File: src/rtl/window_gen_3x3.sv
// 3x3 sliding-window generator for a raster pixel stream, using two external line memories
// that hold the two previous rows of the frame.
module window_gen_3x3 #(
  parameter int unsigned WIDTH  = 1920,
  parameter int unsigned HEIGHT = 1080
) (
  input  logic        clk,
  input  logic        rst,
  input  logic        i_valid,
  input  logic        i_sof,
  input  logic [7:0]  i_data,
  output logic        o_mem0_en,
  output logic        o_mem1_en,
  output logic [10:0] o_mem0_addr,
  output logic [10:0] o_mem1_addr,
  output logic [7:0]  o_mem0_data,
  output logic [7:0]  o_mem1_data,
  input  logic [7:0]  i_mem0_data,
  input  logic [7:0]  i_mem1_data,
  output logic        o_valid,
  output logic [71:0] o_win,
  output logic [10:0] o_x,
  output logic [10:0] o_y,
  output logic        o_frame_done
);

  localparam logic [10:0] XLast = 11'(WIDTH - 1);
  localparam logic [10:0] YLast = 11'(HEIGHT - 1);

  logic [10:0] x_q, x_d, y_q, y_d;
  logic [10:0] cur_x, cur_y;
  logic [71:0] win_q, win_d;
  logic [71:0] owin_q;
  logic [10:0] ox_q, oy_q;
  logic        valid_q, done_q;
  logic        accept, win_ok, last_px;

  assign accept = i_valid & ~rst;

  always_comb begin
    // Start of frame overrides whatever position the counters hold.
    cur_x = i_sof ? 11'd0 : x_q;
    cur_y = i_sof ? 11'd0 : y_q;

    x_d = x_q;
    y_d = y_q;
    if (accept) begin
      if (cur_x == XLast) begin
        x_d = 11'd0;
        y_d = (cur_y == YLast) ? 11'd0 : cur_y + 11'd1;
      end else begin
        x_d = cur_x + 11'd1;
        y_d = cur_y;
      end
    end

    win_d = win_q;
    if (accept) begin
      for (int r = 0; r < 3; r++) begin
        win_d[24*r +: 8]     = win_q[24*r + 8 +: 8];
        win_d[24*r + 8 +: 8] = win_q[24*r + 16 +: 8];
      end
      win_d[16 +: 8] = i_mem1_data;
      win_d[40 +: 8] = i_mem0_data;
      win_d[64 +: 8] = i_data;
    end

    win_ok  = accept && (cur_x >= 11'd2) && (cur_y >= 11'd2);
    last_px = accept && (cur_x == XLast) && (cur_y == YLast);
  end

  always_ff @(posedge clk) begin
    if (rst) begin
      x_q     <= '0;
      y_q     <= '0;
      win_q   <= '0;
      owin_q  <= '0;
      ox_q    <= '0;
      oy_q    <= '0;
      valid_q <= 1'b0;
      done_q  <= 1'b0;
    end else begin
      x_q     <= x_d;
      y_q     <= y_d;
      win_q   <= win_d;
      valid_q <= win_ok;
      done_q  <= last_px;
      if (win_ok) begin
        owin_q <= win_d;
        ox_q   <= cur_x - 11'd1;
        oy_q   <= cur_y - 11'd1;
      end
    end
  end

  // Memory 0 holds row y-1; its old contents cascade into memory 1 as row y-2.
  assign o_mem0_en    = accept;
  assign o_mem1_en    = accept;
  assign o_mem0_addr  = cur_x;
  assign o_mem1_addr  = cur_x;
  assign o_mem0_data  = i_data;
  assign o_mem1_data  = i_mem0_data;

  assign o_valid      = valid_q;
  assign o_win        = owin_q;
  assign o_x          = ox_q;
  assign o_y          = oy_q;
  assign o_frame_done = done_q;

endmodule
File: config.mk
export PLATFORM = sky130hd
export DESIGN_NAME = window_gen_3x3
export DESIGN_NICKNAME = d
export VERILOG_FILES = /design/src/rtl/window_gen_3x3.sv
export SDC_FILE = /design/constraint.sdc
export NUM_CORES = 1
export LEC_CHECK = 0
export ABC_AREA = 1
export BUFFER_PORTS_ARGS = -buffer_cell sky130_fd_sc_hd__buf_2
export CAP_MARGIN = 30
export CORE_ASPECT_RATIO = 2
export CORE_MARGIN = 2
export CORE_UTILIZATION = 25
export DETAILED_ROUTE_END_ITERATION = 16
export GPL_TIMING_DRIVEN = 0
export PLACE_DENSITY = 0.49
export SETUP_SLACK_MARGIN = 0.02
export SLEW_MARGIN = 0
export SYNTH_ARGS = -nofsm -noshare
export SYNTH_HDL_FRONTEND = slang
export SYNTH_SLANG_ARGS = --single-unit
File: constraint.sdc
create_clock -name clk -period 2.7 [get_ports clk]
set_clock_uncertainty 0.05 [all_clocks]
set_input_delay 0.405 -clock clk [delete_from_list [all_inputs] [get_ports clk]]
set_output_delay 0.405 -clock clk [all_outputs]
set_load 0.02 [all_outputs]
## Yosys cells after proc, flatten, opt, wreduce, memory -nomap -nowiden

Index checks and enable logic that the tools add are counted.

| word-level totals | value |
|---|---|
| flip-flop bits (word level) | 190 |
| bits of input ports | 28 |
| output and inout bits | 136 |
| logic and storage cells | 28 |

| cells by class | value |
|---|---|
| add/sub/neg operators | 4 |
| magnitude comparators | 2 |
| eq/ne operators | 2 |
| multiplexer cells | 6 |
| bitwise gates (word level) | 2 |
| reduce and logical (&&, ||, !) cells | 4 |

Operator list:

| cell | number |
|---|---|
| 72-bit two-way mux | 1 |
| 11-bit two-way mux | 5 |
| 11-bit by 1-bit adder with 11-bit output, second input constant | 2 |
| 11-bit == test, second input constant | 2 |
| 11-bit by 2-bit >= comparator with 1-bit output, second input constant | 2 |
| 11-bit by 1-bit subtractor with 11-bit output, second input constant | 2 |
| 1-bit logical AND | 4 |
| 1-bit bitwise AND | 1 |
| 1-bit NOT | 1 |

## Longest topological paths before layout

| logic depth | value |
|---|---|
| word-level depth | 4 |
| gate-level depth with buffers | 14 |
| mapped depth without buffers | 12 |

## Worst setup path before layout

Ideal clock, no wire load.

| timing | value |
|---|---|
| kind | input port to flip-flop |
| start point | in i_sof |
| end point | reg x_q[3] |
| setup time | 0.132 ns |
| data arrival time | 2.363 ns |
| setup slack | 0.155 ns |
| stages | 10 |
| cell sequence | buf_4 -> nor2_1 -> ha_1 -> nand3_1 -> nor2_1 -> nand3_1 -> nor2_2 -> nor2_1 -> o211ai_1 -> a21oi_1 |

| on the way | value |
|---|---|
| longest elaborated chain between the ends | 3 |
| elaborated cells between the ends (all ways) | 4 |
| classes of those cells | add/sub: 1; eq/ne: 1; mux: 2 |

Ends and longest elaborated chain:

| element | RTL line | RTL |
|---|---|---|
| start: declaration | 10 | `input logic i_sof,` |
| 11-bit two-way mux (*) | 42 | `cur_x = i_sof ? 11'd0 : x_q;` |
| net o_mem0_addr[1] | 14 | `output logic [10:0] o_mem0_addr,` |
| 11-bit by 1-bit adder with 11-bit output or 11-bit == test (tied branches) | 52, 48 |  |
| 11-bit two-way mux (*) | 48 | `if (cur_x == XLast) begin` |
| end signal: assignment | 74 | `x_q <= '0;` |
| end signal: assignment | 83 | `x_q <= x_d;` |
| end: declaration | 30 | `logic [10:0] x_q, x_d, y_q, y_d;` |

The timed path passes the listed nets; every way through them passes the cells marked *.
A chain may end at the register's enable or synchronous reset.

## Worst setup path after layout

| timing | value |
|---|---|
| start point | in i_sof |
| end point | reg y_q[0] |

| on the way | value |
|---|---|
| longest elaborated chain between the ends | 4 |
| elaborated cells between the ends (all ways) | 7 |
| classes of those cells | add/sub: 1; eq/ne: 2; mux: 4 |

Ends and longest elaborated chain:

| element | RTL line | RTL |
|---|---|---|
| 11-bit two-way mux | 43 | `cur_y = i_sof ? 11'd0 : y_q;` |
| 11-bit by 1-bit adder with 11-bit output or 11-bit == test (tied branches) | 50 | `y_d = (cur_y == YLast) ? 11'd0 : cur_y + 11'd1;` |
| 11-bit two-way mux | 50 |  |
| 11-bit two-way mux (*) | 48 |  |
| end signal: assignment | 84 | `y_q <= y_d;` |
| end: declaration | 30 |  |

Every way passes the cells marked *; elsewhere a longest branch is shown, timed or not.

==> results.yml <==
cts:
  insertion_delay_ns: 0.45
  cts_made_buffers: 17
  root_buffer: "clkbuf_16"
  cts_sinks: 190
  cts_max_level: 4
  hold_buffers: 0
  cts_tree: "built"
  clkTransAtPathRegs_ns: 0.08
  clockBufferDepth: 2
grt:
  antenna_found_initial: 0
  grt_pass1_wl_mm: 45.3
  grt_max_degree: 20
  gr-total-overflow: 0
  grt_pass1_vias: 8356
  grt_util_all_layers: 0.155
power_and_ir_drop:
  powerDensity_mw_per_mm2: 541
  leakagePower_nw: 5.50
  vdd_ir_drop_max_v: 0.000426
timing:
  setup_viol: 0
  slew_headroom: 0.492
  whs_ns: 0.174
  fin_crit_ns: 2.50
  hold_violations: 0
  slew_violations: 0
  fmax_mhz: 400
  rsz0062_at_grt: "false"
  worst_pin_slew_ns: 0.762
  fin_crit_sh: 0.925
layout:
  fin_nets: 1537
  drive_above_1_share: 0.191
  fin_util: 0.308
  antenna_cells: 0
  syn_to_final_growth_pct: 22.7
route:
  firstDrtPassIters: 4
  wirelength_mm: 29.5
  postRouteAntennaNets: 0
  vias: 8415
  routed_via_density: 4.27
  wl_per_cell_um: 15.0
  drt_iter0_drc: 485
  drc: 0
logic_synthesis:
  synth_area_mm2: 0.00913
  synthAdderAreaFrac: 0.00823
  synth-main-ff-cell: "dfxtp_1"
  synth_mux_area_frac: 0.0658
  synth-compound-area-share: 0.0292
  ys_seq_elements: 190
  yosys_warnings: 0
  synthXorXnorAreaFrac: 0.0125
  synth_simple_gate_area_share: 0.316
  avgSynthCellArea_um2: 6.91
  async_flop_share: 0
  syn_inst: 1321
  synth_edf_count: 0
  syn_nets: 1355
  synth_cell_type_count: 29
  synth_top_family_by_area: "simple AND/OR/NAND/NOR gates"
  ys_seq_area_frac: 0.417
setup_path:
  worstSetupStartpointType: "primary input"
  reg2reg_from: "x_q[9]$_SDFFE_PP0P_"
  worst-r2r-cell-count: 11
  crit_type: "in2reg"
  reg2reg_slack_ns: 0.23
  cp.required_ns: 2.96
  arrival_ns: 2.76
  reg2reg_to: "o_x[7]$_SDFFE_PP0P_"
  worstPathMaxFanout: 10
  worstSetupEndpointType: "flop"
min_path:
  min_to: "win_q[22]$_SDFF_PP0_"
  hp-start: "i_mem1_data[6]"
  whs_path_depth: 3
  hp-class: "in2reg"
die:
  die-area_mm2: 0.0381
  start_util: 0.251
  rows: 99
  coreArea_mm2: 0.0363
  dieHeight_um: 274
  die_w_um: 139
  pin_count: 164
job:
  cap_violations: 0
status:
  status: "finished, final reports clean"
placement:
  port_buffers: 162
  dp_hpwl_mm: 23.0
  place_congestion: 0.858
[state kept, by name, summed over array words and instances (netlist names)]
signal,flops
o_win,72
win_q,72
y_q,11
x_q,11
o_x,11
o_y,11
o_frame_done,1
o_valid,1
[worst max-delay path by stage]
| stage | end | cells past startpoint | from | slack (ns) |
|---|---|---|---|---|
| after floorplan | x_q[3]$_SDFFE_PP0P_ | 10 | i_sof | 0.15 |
| final | y_q[0]$_SDFFE_PP0P_ | 13 | i_sof | 0.20 |
| after CTS | y_q[9]$_SDFFE_PP0P_ | 15 | i_sof | 0.09 |
| after detailed placement | x_q[9]$_SDFFE_PP0P_ | 13 | i_sof | -0.73 |
| after global routing | y_q[3]$_SDFFE_PP0P_ | 13 | i_sof | 0.08 |
| after global placement | x_q[9]$_SDFFE_PP0P_ | 13 | i_sof | -0.71 |
[per-layer routing]
| layer | part of all wire | global-route usage | up-vias |
|---|---|---|---|
| met5 | 0 | 0 | - |
| met4 | 0.054 | 0.0944 | 0 |
| met3 | 0.036 | 0.0290 | 82 |
| met2 | 0.56 | 0.310 | 201 |
| met1 | 0.35 | 0.142 | 3740 |
| li1 | - | - | 4392 |
[Yosys cell counts, types with 5 or more instances]
master / count / area share
nand2_1: 306 / 0.13
nor2_1: 230 / 0.095
inv_1: 207 / 0.085
dfxtp_1: 190 / 0.42
nand4_1: 85 / 0.058
mux2i_1: 60 / 0.066
nand3_1: 40 / 0.022
buf_4: 32 / 0.026
buf_2: 28 / 0.015
o21ai_0: 26 / 0.014
a21oi_1: 23 / 0.013
clkbuf_1: 21 / 0.0086
buf_1: 14 / 0.0058
xor2_1: 12 / 0.012
inv_2: 10 / 0.0041
ha_1: 6 / 0.0082
nor2_2: 6 / 0.0041
nor3_1: 6 / 0.0033
buf_6: 5 / 0.0062
[kinds of logic after synthesis]
group	Yosys count
fa+ha+maj	6
xor+xnor	13
compound gates	52
buf+inv	318
flops	190
simple gates	682
mux	60
[what timing repair did]
item / 4_1_cts / 5_1_grt
pin swaps: 1 / 0
setup endpoints to repair: 19 / 14
resized for setup: 3 / 3
buffers inserted: 1 / 0
[cell usage in the layout (no fill, tap or decap), drive strengths merged]
cell type  instances
o32ai              1
bufinv             4
nand3b             2
nand3             41
clkinv             2
dfxtp            190
xor2              12
clkinvlp           1
mux2i             60
ha                 6
buf              243
clkbuf            39
o211ai             1
inv              224
nor2             236
a21oi             23
xnor2              1
nand2            311
nor3               6
o21ai             27
or2                1
nand4             85
[cell type report]
type                    count  area [µm²]
clock inverters            13         200
repair buffers            164         833
multi-input cells         813        3960
clock buffers              19         453
inverters                 218         818
well taps                 454         568
plain buffers              99         564
fillers                  4034       25100
flip-flops and latches    190        3800
[power by group]
group / internal [mW] / switching, mW
Combinational: 0.122 / 0.257
Sequential: 2.84 / 0.0202
Clock: 1.63 / 1.20
[worst max-delay path, cell delays in order]
cell and delay (ns):
buf_2 0.13, inv_2 0.16, buf_4 0.24, nand2_2 0.16, inv_1 0.14, ha_1 0.28, nand4_1 0.16, nor2_1 0.22
nand3_1 0.35, nor2_1 0.19, nor2_1 0.14, nand2_1 0.12, a21oi_1 0.07
[per-stage QoR]
stage | std cells | setup slack (ns) | cell area (µm²) | total power, mW | setup TNS, ns
after floorplan | 1321 | 0.155 | 9130 | 3.16 | 0
after global placement | 1937 | -0.709 | 10500 | 3.30 | -24.49
after detailed placement | 1938 | -0.734 | 10500 | 3.31 | -26.78
after CTS | 1970 | 0.0872 | 11200 | 6.17 | 0
after global routing | 1970 | 0.0795 | 11200 | 6.30 | 0
final | 1970 | 0.202 | 11200 | 6.06 | 0
Power figures use the tool's default switching activity.
